$ cat src/rtl/store_trace_fifo.sv
// Store-trace buffer: queues CPU stores and presents them one at a time,
// each held on the display outputs for HOLD_CYCLES clocks.
module store_trace_fifo #(
  parameter int DATA_WIDTH  = 32,
  parameter int ADDR_W      = 10,
  parameter int DEPTH       = 8,
  parameter int HOLD_CYCLES = 50_000_000,
  localparam int PTR_W      = $clog2(DEPTH)
) (
  input  logic                  clk,
  input  logic                  reset,
  input  logic                  mem_write,
  input  logic [DATA_WIDTH-1:0] data_addr,
  input  logic [DATA_WIDTH-1:0] write_data,
  input  logic                  freeze,
  output logic                  disp_valid,
  output logic [ADDR_W-1:0]     disp_addr,
  output logic [DATA_WIDTH-1:0] disp_data,
  output logic [PTR_W:0]        fill_level,
  output logic                  overflow,
  output logic [7:0]            drop_count
);

  localparam int TW = $clog2(HOLD_CYCLES + 1);
  localparam int EW = ADDR_W + DATA_WIDTH;

  typedef enum logic [1:0] {
    S_IDLE = 2'd0,
    S_HOLD = 2'd1,
    S_SHOW = 2'd2
  } state_e;

  state_e                  state_q, state_d;
  logic [TW-1:0]           timer_q, timer_d;
  logic [EW-1:0]           mem_q [DEPTH];
  logic [PTR_W-1:0]        wr_ptr_q, rd_ptr_q;
  logic [PTR_W:0]          count_q, count_d;
  logic                    disp_valid_q, disp_valid_d;
  logic [ADDR_W-1:0]       disp_addr_q, disp_addr_d;
  logic [DATA_WIDTH-1:0]   disp_data_q, disp_data_d;
  logic                    overflow_q;
  logic [7:0]              drop_count_q;

  logic                    pop_s, full_s, drop_s, wr_en_s, pop_slot_s;
  logic [EW-1:0]           head_s;
  logic                    unused_addr_s;

  assign unused_addr_s = ^data_addr[DATA_WIDTH-1:ADDR_W];
  assign head_s        = mem_q[rd_ptr_q];

  // Pop/push qualification; the registered count decides emptiness, so a push never bypasses.
  always_comb begin
    pop_slot_s = 1'b0;
    case (state_q)
      S_IDLE:  pop_slot_s = 1'b1;
      S_SHOW:  pop_slot_s = 1'b1;
      S_HOLD:  pop_slot_s = (timer_q == {TW{1'b0}});
      default: pop_slot_s = 1'b0;
    endcase
    pop_s   = pop_slot_s && (count_q != {(PTR_W+1){1'b0}}) && !freeze;
    full_s  = (count_q == (PTR_W+1)'(DEPTH));
    drop_s  = mem_write && full_s && !pop_s;
    wr_en_s = mem_write && !drop_s;
    case ({wr_en_s, pop_s})
      2'b10:   count_d = count_q + {{PTR_W{1'b0}}, 1'b1};
      2'b01:   count_d = count_q - {{PTR_W{1'b0}}, 1'b1};
      default: count_d = count_q;
    endcase
  end

  // Next state and hold timer.
  always_comb begin
    state_d = state_q;
    timer_d = timer_q;
    if (pop_s) begin
      state_d = S_HOLD;
      timer_d = TW'(HOLD_CYCLES - 1);
    end else if (freeze) begin
      state_d = state_q;
      timer_d = timer_q;
    end else begin
      case (state_q)
        S_HOLD: begin
          if (timer_q == {TW{1'b0}}) begin
            state_d = S_SHOW;
          end else begin
            timer_d = timer_q - {{(TW-1){1'b0}}, 1'b1};
          end
        end
        default: state_d = state_q;
      endcase
    end
  end

  // Display registers load the FIFO head on every pop.
  always_comb begin
    if (pop_s) begin
      disp_valid_d = 1'b1;
      disp_addr_d  = head_s[EW-1:DATA_WIDTH];
      disp_data_d  = head_s[DATA_WIDTH-1:0];
    end else begin
      disp_valid_d = disp_valid_q;
      disp_addr_d  = disp_addr_q;
      disp_data_d  = disp_data_q;
    end
  end

  always_ff @(posedge clk) begin
    if (!reset) begin
      state_q      <= S_IDLE;
      timer_q      <= {TW{1'b0}};
      wr_ptr_q     <= {PTR_W{1'b0}};
      rd_ptr_q     <= {PTR_W{1'b0}};
      count_q      <= {(PTR_W+1){1'b0}};
      disp_valid_q <= 1'b0;
      disp_addr_q  <= {ADDR_W{1'b0}};
      disp_data_q  <= {DATA_WIDTH{1'b0}};
      overflow_q   <= 1'b0;
      drop_count_q <= 8'd0;
    end else begin
      state_q      <= state_d;
      timer_q      <= timer_d;
      count_q      <= count_d;
      disp_valid_q <= disp_valid_d;
      disp_addr_q  <= disp_addr_d;
      disp_data_q  <= disp_data_d;
      wr_ptr_q     <= wr_en_s ? wr_ptr_q + {{(PTR_W-1){1'b0}}, 1'b1} : wr_ptr_q;
      rd_ptr_q     <= pop_s ? rd_ptr_q + {{(PTR_W-1){1'b0}}, 1'b1} : rd_ptr_q;
      overflow_q   <= overflow_q | drop_s;
      drop_count_q <= (drop_s && (drop_count_q != 8'hFF)) ? drop_count_q + 8'd1 : drop_count_q;
    end
  end

  // Entry storage; cleared on reset so stale stores never reappear.
  always_ff @(posedge clk) begin
    if (!reset) begin
      for (int i = 0; i < DEPTH; i++) begin
        mem_q[i] <= {EW{1'b0}};
      end
    end else if (wr_en_s) begin
      mem_q[wr_ptr_q] <= {data_addr[ADDR_W-1:0], write_data};
    end else begin
      mem_q[wr_ptr_q] <= mem_q[wr_ptr_q];
    end
  end

  assign disp_valid = disp_valid_q;
  assign disp_addr  = disp_addr_q;
  assign disp_data  = disp_data_q;
  assign fill_level = count_q;
  assign overflow   = overflow_q;
  assign drop_count = drop_count_q;

endmodule

$ cat config.mk
export PLATFORM = sky130hd
export DESIGN_NAME = store_trace_fifo
export DESIGN_NICKNAME = d
export VERILOG_FILES = /design/src/rtl/store_trace_fifo.sv
export SDC_FILE = /design/constraint.sdc
export NUM_CORES = 1
export LEC_CHECK = 0
export ABC_CLOCK_PERIOD_IN_PS = 6000
export CAP_MARGIN = 20
export CORE_AREA = 4 4 209 211
export DETAILED_ROUTE_END_ITERATION = 6
export DIE_AREA = 0 0 213 215
export HOLD_SLACK_MARGIN = 0.02
export SLEW_MARGIN = 20
export SYNTH_ARGS = -nofsm -noshare
export SYNTH_HDL_FRONTEND = slang
export SYNTH_SLANG_ARGS = --single-unit
$ cat constraint.sdc
create_clock -name clk -period 6 [get_ports clk]
set_input_delay 0.9 -clock clk [delete_from_list [all_inputs] [get_ports clk]]
set_output_delay 0.9 -clock clk [all_outputs]
set_load 0.02 [all_outputs]
; Word level (Yosys, flattened, before mapping)
; Memories as Yosys holds them, arrays and structs flattened. A register that Yosys moved wholly into a read port is not among the register bits.
; Index checks and enable logic that the tools add are counted.
[totals]
reg_bits = 48
ram_bits = 336
input_bits = 68
output_inout_bits = 56
wordCells = 76
mem_count = 1
[classes]
addsub = 6
eq_ne = 9
mux = 21
n_bitwise = 5
reduce_logical = 24
[memory_table]
columns = memory, depth, width, rd, rd_clocked_by_memory_dff, write_ports, line
row1 = mem_q, 8, 42, 1, 1, 8, 35  ; logic [EW-1:0] mem_q [DEPTH];
[op_table]
columns = operator, n
row1 = two-way mux 26 bit, 4
row2 = two-way mux 42 bit, 2
row3 = OR reduction 42 bit, 1
row4 = zero test 26 bit, 1
row5 = subtractor 26 x 1 -> 26 bit (second input constant), 1
row6 = two-way mux 1 bit, 12
row7 = AND reduction 3 bit, 4
row8 = adder 8 x 1 -> 8 bit (second input constant), 1
row9 = != test 8 bit (second input constant), 1
row10 = one-hot mux 4 bit (2 select lines), 1
row11 = adder 3 x 1 -> 3 bit (second input constant), 2
row12 = logical AND 1 bit, 6
row13 = nonzero test 2 bit, 3
row14 = adder 4 x 1 -> 4 bit (second input constant), 1
row15 = == test 2 x 1 -> 1 bit (second input constant), 2
row16 = == test 2 bit (second input constant), 2
row17 = == test 4 bit (second input constant), 1
row18 = zero test 1 bit, 4
row19 = nonzero test 4 bit, 1
row20 = OR reduction 2 bit, 2
row21 = subtractor 4 x 1 -> 4 bit (second input constant), 1
row22 = two-way mux 3 bit, 1
row23 = NOT 1 bit, 3
row24 = zero test 2 bit, 1
row25 = other kinds (6), 7

; Depth between registers and ports, before layout
; Gate-level depths: netlist of run 1.
[logic_depth]
word_depth = 16
depth_mapped = 13
depth_no_buf = 13

; Least setup slack after synthesis of run 1
; OpenSTA, ideal clock, no wires.
[synth_path]
path_kind = flip-flop to flip-flop
startpoint = register timer_q[2]
endpoint = memory mem_q[1][0] (netlist bit) (enable)
setup_ns = 0.504
arrival_ns = 4.899
required_time_ns = 5.496
setup_slack_ns = 0.597
stages_incl_launch_ff = 8
path_buffers = 1
synth_period_minus_slack_ns = 5.403
path_cell_list = dfxtp_1 > nor4_2 > nand4_1 > o31a_1 > o21ai_4 > buf_6 > nand2_1 > o31ai_1
[synth_rtl]
columns = item, line
row1 = from (decl), 34  ; logic [TW-1:0] timer_q, timer_d;
row2 = from (signal assigned), 111  ; timer_q <= {TW{1'b0}};
row3 = from (signal assigned), 122  ; timer_q <= timer_d;
row4 = to (decl), 35

==> impl_metrics.yaml, run 1 <==
status:
  status: "completed"
sta:
  hold_viol_final: 0
  fin_skew_ns: 0.0119
  fmax_mhz: 257
  fin_ws_ns: 2.11
  tightestPinTransition_ns: 1.11
  tns_ns: 0
  setup_viol: 0
  finalCriticalPeriod_ns: 3.89
  relSlewSlack: 0.258
  finalCritPeriodShare: 0.649
  maxSlewViolCount: 0
  rsz0062_at_grt: "false"
clock_network:
  cts_root_buf: "clkbuf_16"
  cts_tree: "yes"
  htree_levels: 2
  clk_latency_ns: 0.57
  numCtsBuffers: 47
  hold_buffers: 0
  ctsLongestPathBuffers: 3
  cts_sinks: 426
  postCtsSetupRepairBufs: 0
  post_cts_resized: 0
  clk_pin_slew_ns: 0.06
logic_synthesis:
  yosysWarnings: 0
  ys.flop_type: "edfxtp_1"
  syn_nets: 1474
  ys_async_sr_fraction: 0
  synth-compound-area-share: 0.0457
  yosysTopAreaCellShare: 0.531
  synth_top_family_by_area: "simple AND/OR/NAND/NOR gates"
  netlist_instances: 1398
  synth_cell_types: 59
  synth_top_area_cell: "edfxtp_1"
  post-synth-top-count-cell: "edfxtp_1"
  netlist_top_cells_count: "edfxtp_1 (336), nor2_1 (322), nand2_1 (92), dfxtp_1 (90), mux4_2 (84)"
  synth_area_um2: 19000
  avgSynthCellArea_um2: 13.6
  yosys.area_share.simple: 0.155
  synth_edf_count: 336
  synth.area.top_cells: "edfxtp_1 (53%), mux4_2 (10%), dfxtp_1 (9.5%)"
  ys_seq_area_frac: 0.626
  synthMuxAreaShare: 0.125
  synthAdderAreaFrac: 0.00566
  synth_xor_area_frac: 0.0134
  synth.ff_latch_count: 426
finish:
  regArea_um2: 11900
  drive_gt1_frac: 0.170
  antenna_cells: 0
  fillCellCount: 3509
  multi_input_area_um2: 6680
  finish.net_count: 1551
  area_growth_pct: 15.8
critical_path:
  cpPeakStageDelay_ns: 0.78
  path_cells: "nor4_1 > nand4_1 > o31a_1 > o21ai_4 > nand2_1 > o31ai_4 > buf_12"
  cp_max_fo: 34
  worstPathArrival_ns: 4.14
  required_ns: 6.24
  path_class: "register to register"
  critPathTopFamily: "compound AO/OA/AOI/OAI gates"
  endpoint_kind: "register"
  cpMaxStageDelayCell: "o31ai_4"
  crit_path_start_kind: "register"
  crit_buf_inv: 1
placement:
  gp_congestion: 0.751
  pre_cts_slack_ns: 1.84
  hpwl_mm: 23.3
  portBuffers: 101
drt:
  drtAntennaViolNets: 0
  wl_per_cell_um: 21.3
  viasPerCell: 5.51
  vias: 11300
  routed_wl_mm: 43.7
  dr.pass1.iters: 5
  drc: 0
  drt_iter0_markers: 942
pwr:
  ir_drop_mv: 0.236
  power_mw: 8.14
  leakagePower_nw: 7.57
  p_per_area_nw_per_um2: 370
grt:
  gr-total-overflow: 0
  grt_pass1_wl_mm: 68.8
  antenna_found_initial: 0
  grt_max_degree: 90
  first_global_vias: 11700
  track_usage: 0.194
floorplan:
  dieArea_um2: 45800
  die_h_um: 215
  fp.dieW_um: 213
  num_io_pins: 124
  start_util: 0.455
  placementRows: 75
  coreArea_um2: 41800
job:
  drv_cap: 0
min_path:
  hold_class: "register to register"
-- path summary, 6_finish.rpt --
path | startpoint | end | slack (ns) | cells after the start
hold reg to reg | overflow$_SDFF_PN0_ | overflow$_SDFF_PN0_ | 0.47 | 2
hold / removal | overflow$_SDFF_PN0_ | overflow$_SDFF_PN0_ | 0.47 | 2
setup reg to reg | timer_q[21]$_SDFFE_PN0P_ | mem_q[4][24]$_SDFFCE_PN0P_ | 2.11 | 7
setup / recovery | timer_q[21]$_SDFFE_PN0P_ | mem_q[4][24]$_SDFFCE_PN0P_ | 2.11 | 7
-- state kept, by name (all words and copies together) (netlist names) --
| signal | count |
|---|---|
| disp_data | 32 |
| drop_count | 8 |
| fill_level | 4 |
| mem_q | 336 |
| state_q | 2 |
| disp_addr | 10 |
| disp_valid | 1 |
| overflow | 1 |
| wr_ptr_q | 3 |
| rd_ptr_q | 3 |
| timer_q | 26 |
-- placed cells by master, fill, tap and decap left out, types with 3 or more instances in the layout --
cell | netlist | final
dfxtp_1 | 90 | 86
nor4_1 | 7 | 7
ha_1 | 7 | 7
o21ai_0 | 14 | 10
o31a_1 | 3 | 3
nor2_4 | 60 | 61
mux4_2 | 84 | 84
clkbuf_1 | 49 | 15
nor2_1 | 322 | 321
clkinv_1 | 0 | 8
xor2_1 | 19 | 19
clkdlybuf4s50_1 | 0 | 100
nand4_1 | 6 | 6
xnor2_1 | 10 | 10
a211oi_1 | 20 | 20
nand3b_1 | 4 | 4
clkbuf_16 | 0 | 48
o2111ai_1 | 3 | 3
nand2_1 | 92 | 92
edfxtp_1 | 336 | 336
and2_1 | 3 | 3
o211ai_1 | 3 | 3
inv_1 | 10 | 10
nand2b_1 | 50 | 50
buf_12 | 6 | 7
clkbuf_8 | 0 | 5
nand3_1 | 10 | 10
o211a_1 | 25 | 25
or4_1 | 3 | 3
o31ai_4 | 0 | 4
buf_4 | 0 | 16
a21oi_1 | 25 | 25
o21a_1 | 5 | 5
mux2i_1 | 49 | 49
a21boi_0 | 3 | 3
nor3_1 | 5 | 5
o21ai_4 | 1 | 5
clkinv_2 | 0 | 6
-- routing by layer --
layer / GRT usage / vias up / part of all wire
met4: 0.0436 / 0 / 0.018
met3: 0.0334 / 58 / 0.053
li1: - / 5267 / -
met2: 0.326 / 281 / 0.50
met5: 0 / - / 0
met1: 0.267 / 5705 / 0.43
-- logic make-up (layout without fill, tap and decap cells) --
family,count (synthesis),after routing
AND/OR/NAND/NOR,580,580
adder cells (fa/ha/maj),8,8
AO/OA/AOI/OAI,116,116
multiplexers,133,133
XOR/XNOR,29,29
buffers and inverters,106,221
flip-flops,426,426
-- power breakdown --
group	leakage [nW]	switching (mW)	internal [mW]	total (mW)
Combinational	2.62	0.952	0.774	1.73
Sequential	4.24	0.213	3.47	3.68
Clock	0.711	1.16	1.58	2.74
-- stage by stage --
stage	cells	util	cell area, µm²	hold WS, ns
detailed placement	1965	0.492	20600	0.467
floorplan	1398	-	19000	0.487
global route	2052	0.527	22000	0.505
global placement	1965	0.492	20600	0.453
finish	2052	0.527	22000	0.467
CTS	2052	0.527	22000	0.477
-- layout make-up --
type                    instances  share of cell area
well taps                     539              0.0306
inverters                      10             0.00171
multi-input cells             866               0.303
repair buffers                124              0.0575
flip-flops and latches        426               0.541
clock inverters                19             0.00597
clock buffers                  68              0.0602
-- tightest hold or removal path: cells and delay by family (launching register included) --
family | cells | cell delay [ns]
AO/OA/AOI/OAI | 1 | 0.07
buffers and inverters | 1 | 0.04
flip-flops | 1 | 0.31
No activity file was read; power rests on OpenSTA's default activity.
==> run 2: changes to the inputs <==
--- a/config.mk
+++ b/config.mk
@@ -5,7 +5,7 @@
 export SDC_FILE = /design/constraint.sdc
 export NUM_CORES = 1
 export LEC_CHECK = 0
-export ABC_CLOCK_PERIOD_IN_PS = 6000
+export ABC_CLOCK_PERIOD_IN_PS = 4000
 export CAP_MARGIN = 20
 export CORE_AREA = 4 4 209 211
 export DETAILED_ROUTE_END_ITERATION = 6
==> constraint.sdc (replaced) <==
create_clock -name clk -period 4 [get_ports clk]
set_input_delay 0.6 -clock clk [delete_from_list [all_inputs] [get_ports clk]]
set_output_delay 0.6 -clock clk [all_outputs]
set_load 0.02 [all_outputs]
==> impl_metrics.yaml, run 2 (synthesized netlist as in run 1, its figures left out) <==
status:
  status: "completed"
critical_path:
  crit_buf_inv: 1
  path_class: "register to register"
  path_cells: "nor4_4 > nand4_2 > o31a_1 > o21ai_4 > nand3_1 > o21ai_4 > buf_12"
  cpMaxStageDelayCell: "o21ai_4"
  endpoint_kind: "register"
  critPathTopFamily: "compound AO/OA/AOI/OAI gates"
  crit_top_cell: "o21ai_4"
  cpPeakStageDelay_ns: 0.53
  cp_max_fo: 17
  required_ns: 4.26
  worstPathArrival_ns: 3.64
  crit_path_start_kind: "register"
clock_network:
  cts_root_buf: "clkbuf_16"
  hold_buffers: 0
  postCtsSetupRepairBufs: 0
  cts_sinks: 426
  clk_latency_ns: 0.56
  clk_pin_slew_ns: 0.06
  numCtsBuffers: 46
  htree_levels: 2
  ctsLongestPathBuffers: 3
  post_cts_resized: 0
  cts_tree: "yes"
sta:
  hold_viol_final: 0
  fin_skew_ns: 0.0113
  fin_ws_ns: 0.625
  relSlewSlack: 0.276
  finalCriticalPeriod_ns: 3.37
  rsz0062_at_grt: "false"
  finalCritPeriodShare: 0.844
  setup_viol: 0
  fmax_mhz: 296
  maxSlewViolCount: 0
  tightestPinTransition_ns: 1.09
drt:
  drc: 0
  routed_wl_mm: 44.2
  dr.pass1.iters: 5
  drtAntennaViolNets: 0
  drt_iter0_markers: 916
  vias: 11400
  viasPerCell: 5.51
  wl_per_cell_um: 21.4
floorplan:
  fp.dieW_um: 213
  start_util: 0.455
  num_io_pins: 124
  placementRows: 75
  die_h_um: 215
  dieArea_um2: 45800
  coreArea_um2: 41800
finish:
  final_util: 0.536
  fillCellCount: 3476
  largest_register_ffs: 336
  finish.net_count: 1568
  layout_commonest_cell: "edfxtp_1"
  area_growth_pct: 17.9
  drive_gt1_frac: 0.184
  antenna_cells: 0
  largest-register: "mem_q"
  final_cell_mix: "edfxtp_1 (336), nor2_1 (321), clkdlybuf4s50_1 (100)"
placement:
  pre_cts_slack_ns: 0.572
  gp_congestion: 0.741
  portBuffers: 101
  hpwl_mm: 24.3
pwr:
  leakagePower_nw: 7.76
  p_per_area_nw_per_um2: 560
  ir_drop_mv: 0.296
grt:
  grt_pass1_wl_mm: 69.2
  track_usage: 0.196
  grt_max_degree: 85
  gr-total-overflow: 0
  first_global_vias: 11800
  antenna_found_initial: 0
min_path:
  hold_class: "register to register"
job:
  drv_cap: 0
==> run 2: cell count changes in the layout (fill, tap and decap cells not counted) <==
| cell | change |
|---|---|
| clkinv_4 | -1 |
| buf_12 | +12 |
| clkbuf_16 | -1 |
| clkbuf_1 | -3 |
| dfxtp_2 | -2 |
| clkinvlp_4 | +1 |
| clkinv_8 | -1 |
| buf_4 | +6 |
| bufinv_16 | +5 |
| clkinv_2 | +3 |
| clkinv_1 | -5 |
| dfxtp_4 | +2 |
==> run 2: worst paths after layout <==
| kind | startpoint | endpoint | slack [ns] | cells past startpoint |
|---|---|---|---|---|
| worst min-delay path | disp_valid$_SDFFE_PN0P_ | disp_valid$_SDFFE_PN0P_ | 0.46 | 1 |
| worst max register to register | timer_q[8]$_SDFFE_PP0P_ | mem_q[7][32]$_SDFFCE_PN0P_ | 0.63 | 7 |
| worst max-delay path | timer_q[8]$_SDFFE_PP0P_ | mem_q[7][32]$_SDFFCE_PN0P_ | 0.63 | 7 |
| worst min register to register | disp_valid$_SDFFE_PN0P_ | disp_valid$_SDFFE_PN0P_ | 0.46 | 1 |
==> run 2: through the flow <==
stage | TNS [ns] | area, µm² | power (mW) | std cells | hold WS [ns]
final | 0 | 22400 | 12.6 | 2068 | 0.465
after global routing | 0 | 22400 | 13.2 | 2068 | 0.503
after CTS | 0 | 22400 | 12.7 | 2068 | 0.471
after detailed placement | 0 | 20800 | 8.31 | 1983 | 0.457
after global placement | 0 | 20800 | 8.29 | 1983 | 0.453
after floorplan | -39.57 | 19000 | 7.36 | 1398 | 0.487
==> run 2: cell type report <==
class                   count  area [µm²]  area share
flip-flops and latches    426       11900       0.532
multi-input cells         866        6680       0.298
repair buffers            142        1550      0.0693
clock buffers              64        1290      0.0576
well taps                 539         674      0.0301
clock inverters            21         260      0.0116
inverters                  10        37.5     0.00168
==> run 2: report_power, final <==
part / total (mW) / internal, mW / leakage, nW / switching (mW)
combinational: 2.63 / 1.23 / 2.76 / 1.41
clock: 4.37 / 2.64 / 0.759 / 1.73
sequential: 5.55 / 5.20 / 4.24 / 0.353
==> run 2: layer usage <==
layer	global-route usage	wire length (µm)	part of all wire
met1	0.268	19000	0.43
met2	0.330	22000	0.50
met3	0.0284	2130	0.048
met4	0.0550	1050	0.024
met5	0	0	0
==> run 2: worst reg2reg max path, cell delays in order, from the launching register on <==
cell and delay [ns]:
dfxtp_1 0.36, nor4_4 0.37, nand4_2 0.28, o31a_1 0.47
o21ai_4 0.39, nand3_1 0.41, o21ai_4 0.53, buf_12 0.26
==> run 3: changes to the inputs <==
--- a/config.mk
+++ b/config.mk
@@ -5,7 +5,7 @@
 export SDC_FILE = /design/constraint.sdc
 export NUM_CORES = 1
 export LEC_CHECK = 0
-export ABC_CLOCK_PERIOD_IN_PS = 4000
+export ABC_CLOCK_PERIOD_IN_PS = 3200
 export CAP_MARGIN = 20
 export CORE_AREA = 4 4 209 211
 export DETAILED_ROUTE_END_ITERATION = 6
==> constraint.sdc (replaced) <==
create_clock -name clk -period 3.2 [get_ports clk]
set_input_delay 0.48 -clock clk [delete_from_list [all_inputs] [get_ports clk]]
set_output_delay 0.48 -clock clk [all_outputs]
set_load 0.02 [all_outputs]
==> impl_metrics.yaml, run 3 (synthesized netlist as in run 1, its figures left out) <==
status:
  status: "completed"
drt:
  drtAntennaViolNets: 0
  vias: 11300
  viasPerCell: 5.43
  drc: 0
  drt_iter0_markers: 798
  dr.pass1.iters: 5
  routed_wl_mm: 43.1
  wl_per_cell_um: 20.7
critical_path:
  crit_path_start_kind: "register"
  cpMaxStageDelayCell: "nor4_1"
  path_depth: 11
  endpoint_kind: "register"
  path_class: "register to register"
  cp_max_fo: 5
  worstPathArrival_ns: 3.41
  crit_buf_inv: 1
  cpPeakStageDelay_ns: 0.40
  critPathTopFamily: "simple AND/OR/NAND/NOR gates"
  required_ns: 3.65
  r2r_cells: 11
  path_cells: "nor4_1 > nand4_1 > o31a_1 > nor3_2 > inv_1 > fa_1 > xor2_1 > nor2_1 > or4_1 > nand3_1 > a21oi_1"
sta:
  fin_skew_ns: 0.0155
  finalCritPeriodShare: 0.925
  tightestPinTransition_ns: 0.648
  fmax_mhz: 338
  tns_ns: 0
  rsz0062_at_grt: "false"
  relSlewSlack: 0.568
  fin_ws_ns: 0.240
  finalCriticalPeriod_ns: 2.96
  setup_viol: 0
  maxSlewViolCount: 0
  hold_viol_final: 0
pwr:
  p_per_area_nw_per_um2: 684
  ir_drop_mv: 0.385
  pwr-share-clk: 0.330
  leakagePower_nw: 7.81
  p_switching_mw: 4.34
  p_int_mw: 11.1
  combPwrFrac: 0.223
  seqPwrFrac: 0.447
  switching_share: 0.281
  power_mw: 15.4
finish:
  finish.instance_area_um2: 22500
  largest-register: "mem_q"
  regArea_um2: 11900
  fillCellCount: 3451
  largest_register_ffs: 336
  final_cell_mix: "edfxtp_1 (336), nor2_1 (321), clkdlybuf4s50_1 (100)"
  drive_gt1_frac: 0.188
  area_growth_pct: 18.4
  antenna_cells: 0
  multi_input_area_um2: 6680
  layout_commonest_cell: "edfxtp_1"
  final_util: 0.539
  finish.net_count: 1586
min_path:
  hold_class: "primary input to register"
  min_path_cells: 3
grt:
  track_usage: 0.192
  grt_max_degree: 76
  first_global_vias: 11900
  gr-total-overflow: 0
  grt_pass1_wl_mm: 68.7
  antenna_found_initial: 1
floorplan:
  placementRows: 75
  die_h_um: 215
  coreArea_um2: 41800
  num_io_pins: 124
  dieArea_um2: 45800
  start_util: 0.455
  fp.dieW_um: 213
clock_network:
  numCtsBuffers: 46
  cts_root_buf: "clkbuf_16"
  clk_pin_slew_ns: 0.06
  htree_levels: 2
  ctsLongestPathBuffers: 3
  clk_latency_ns: 0.57
  hold_buffers: 0
  post_cts_resized: 0
  cts_sinks: 426
  postCtsSetupRepairBufs: 0
  cts_tree: "yes"
placement:
  portBuffers: 101
  dpl-instance-area_um2: 21100
  hpwl_mm: 25.3
  gp_congestion: 0.763
  pre_cts_slack_ns: 0.257
job:
  drv_cap: 0
[run 3: cell types whose count changed in the layout (fill, tap and decap cells not counted), sizes merged]
cell,delta
buf,+18
bufinv,-3
clkbuf,+3
clkinv,+1
clkinvlp,-1
inv,+1
[run 3: metrics by stage]
| stage | cells | hold slack, ns |
|---|---|---|
| finish | 2087 | 0.462 |
| global route | 2087 | 0.468 |
| CTS | 2087 | 0.437 |
| detailed placement | 2001 | 0.461 |
| global placement | 2001 | 0.452 |
| floorplan | 1398 | 0.487 |
[run 3: final cells by class]
| cell class | instances | area share |
|---|---|---|
| Clock buffer | 67 | 0.0555 |
| Clock inverter | 19 | 0.00823 |
| Inverter | 10 | 0.00167 |
| Multi-Input combinational cell | 866 | 0.297 |
| Sequential cell | 426 | 0.529 |
| Tap cell | 539 | 0.0300 |
| Timing Repair Buffer | 160 | 0.0788 |
[run 3: per-layer routing]
layer,wire length (µm),share of wire,track usage
met5,11,0.00026,0
met4,773,0.018,0.0481
met3,1920,0.045,0.0296
met2,21600,0.50,0.327
met1,18800,0.44,0.261
[run 3: worst paths after layout]
path	start	endpoint	slack (ns)
max reg2reg	timer_q[21]$_SDFFE_PN0P_	fill_level[2]$_SDFFE_PN0P_	0.24
max	timer_q[21]$_SDFFE_PN0P_	fill_level[2]$_SDFFE_PN0P_	0.24
min reg2reg	disp_valid$_SDFFE_PN0P_	disp_valid$_SDFFE_PN0P_	0.47
min	reset	disp_valid$_SDFFE_PN0P_	0.46
[run 3: power by group through the flow]
stage,registers [mW],logic (mW),clock network [mW]
2_1_floorplan,7.06,2.15,0
3_3_place_gp,6.98,3.47,0
3_5_place_dp,7.00,3.49,0
4_1_cts,6.89,3.50,5.20
5_1_grt,6.96,3.76,5.46
6_report,6.88,3.44,5.08
[run 3: worst register-to-register path, stage by stage, from the launching register on]
cell,delay (ns)
dfxtp_1,0.34
nor4_1,0.40
nand4_1,0.20
o31a_1,0.39
nor3_2,0.21
inv_1,0.08
fa_1,0.37
xor2_1,0.25
nor2_1,0.06
or4_1,0.40
nand3_1,0.10
a21oi_1,0.04
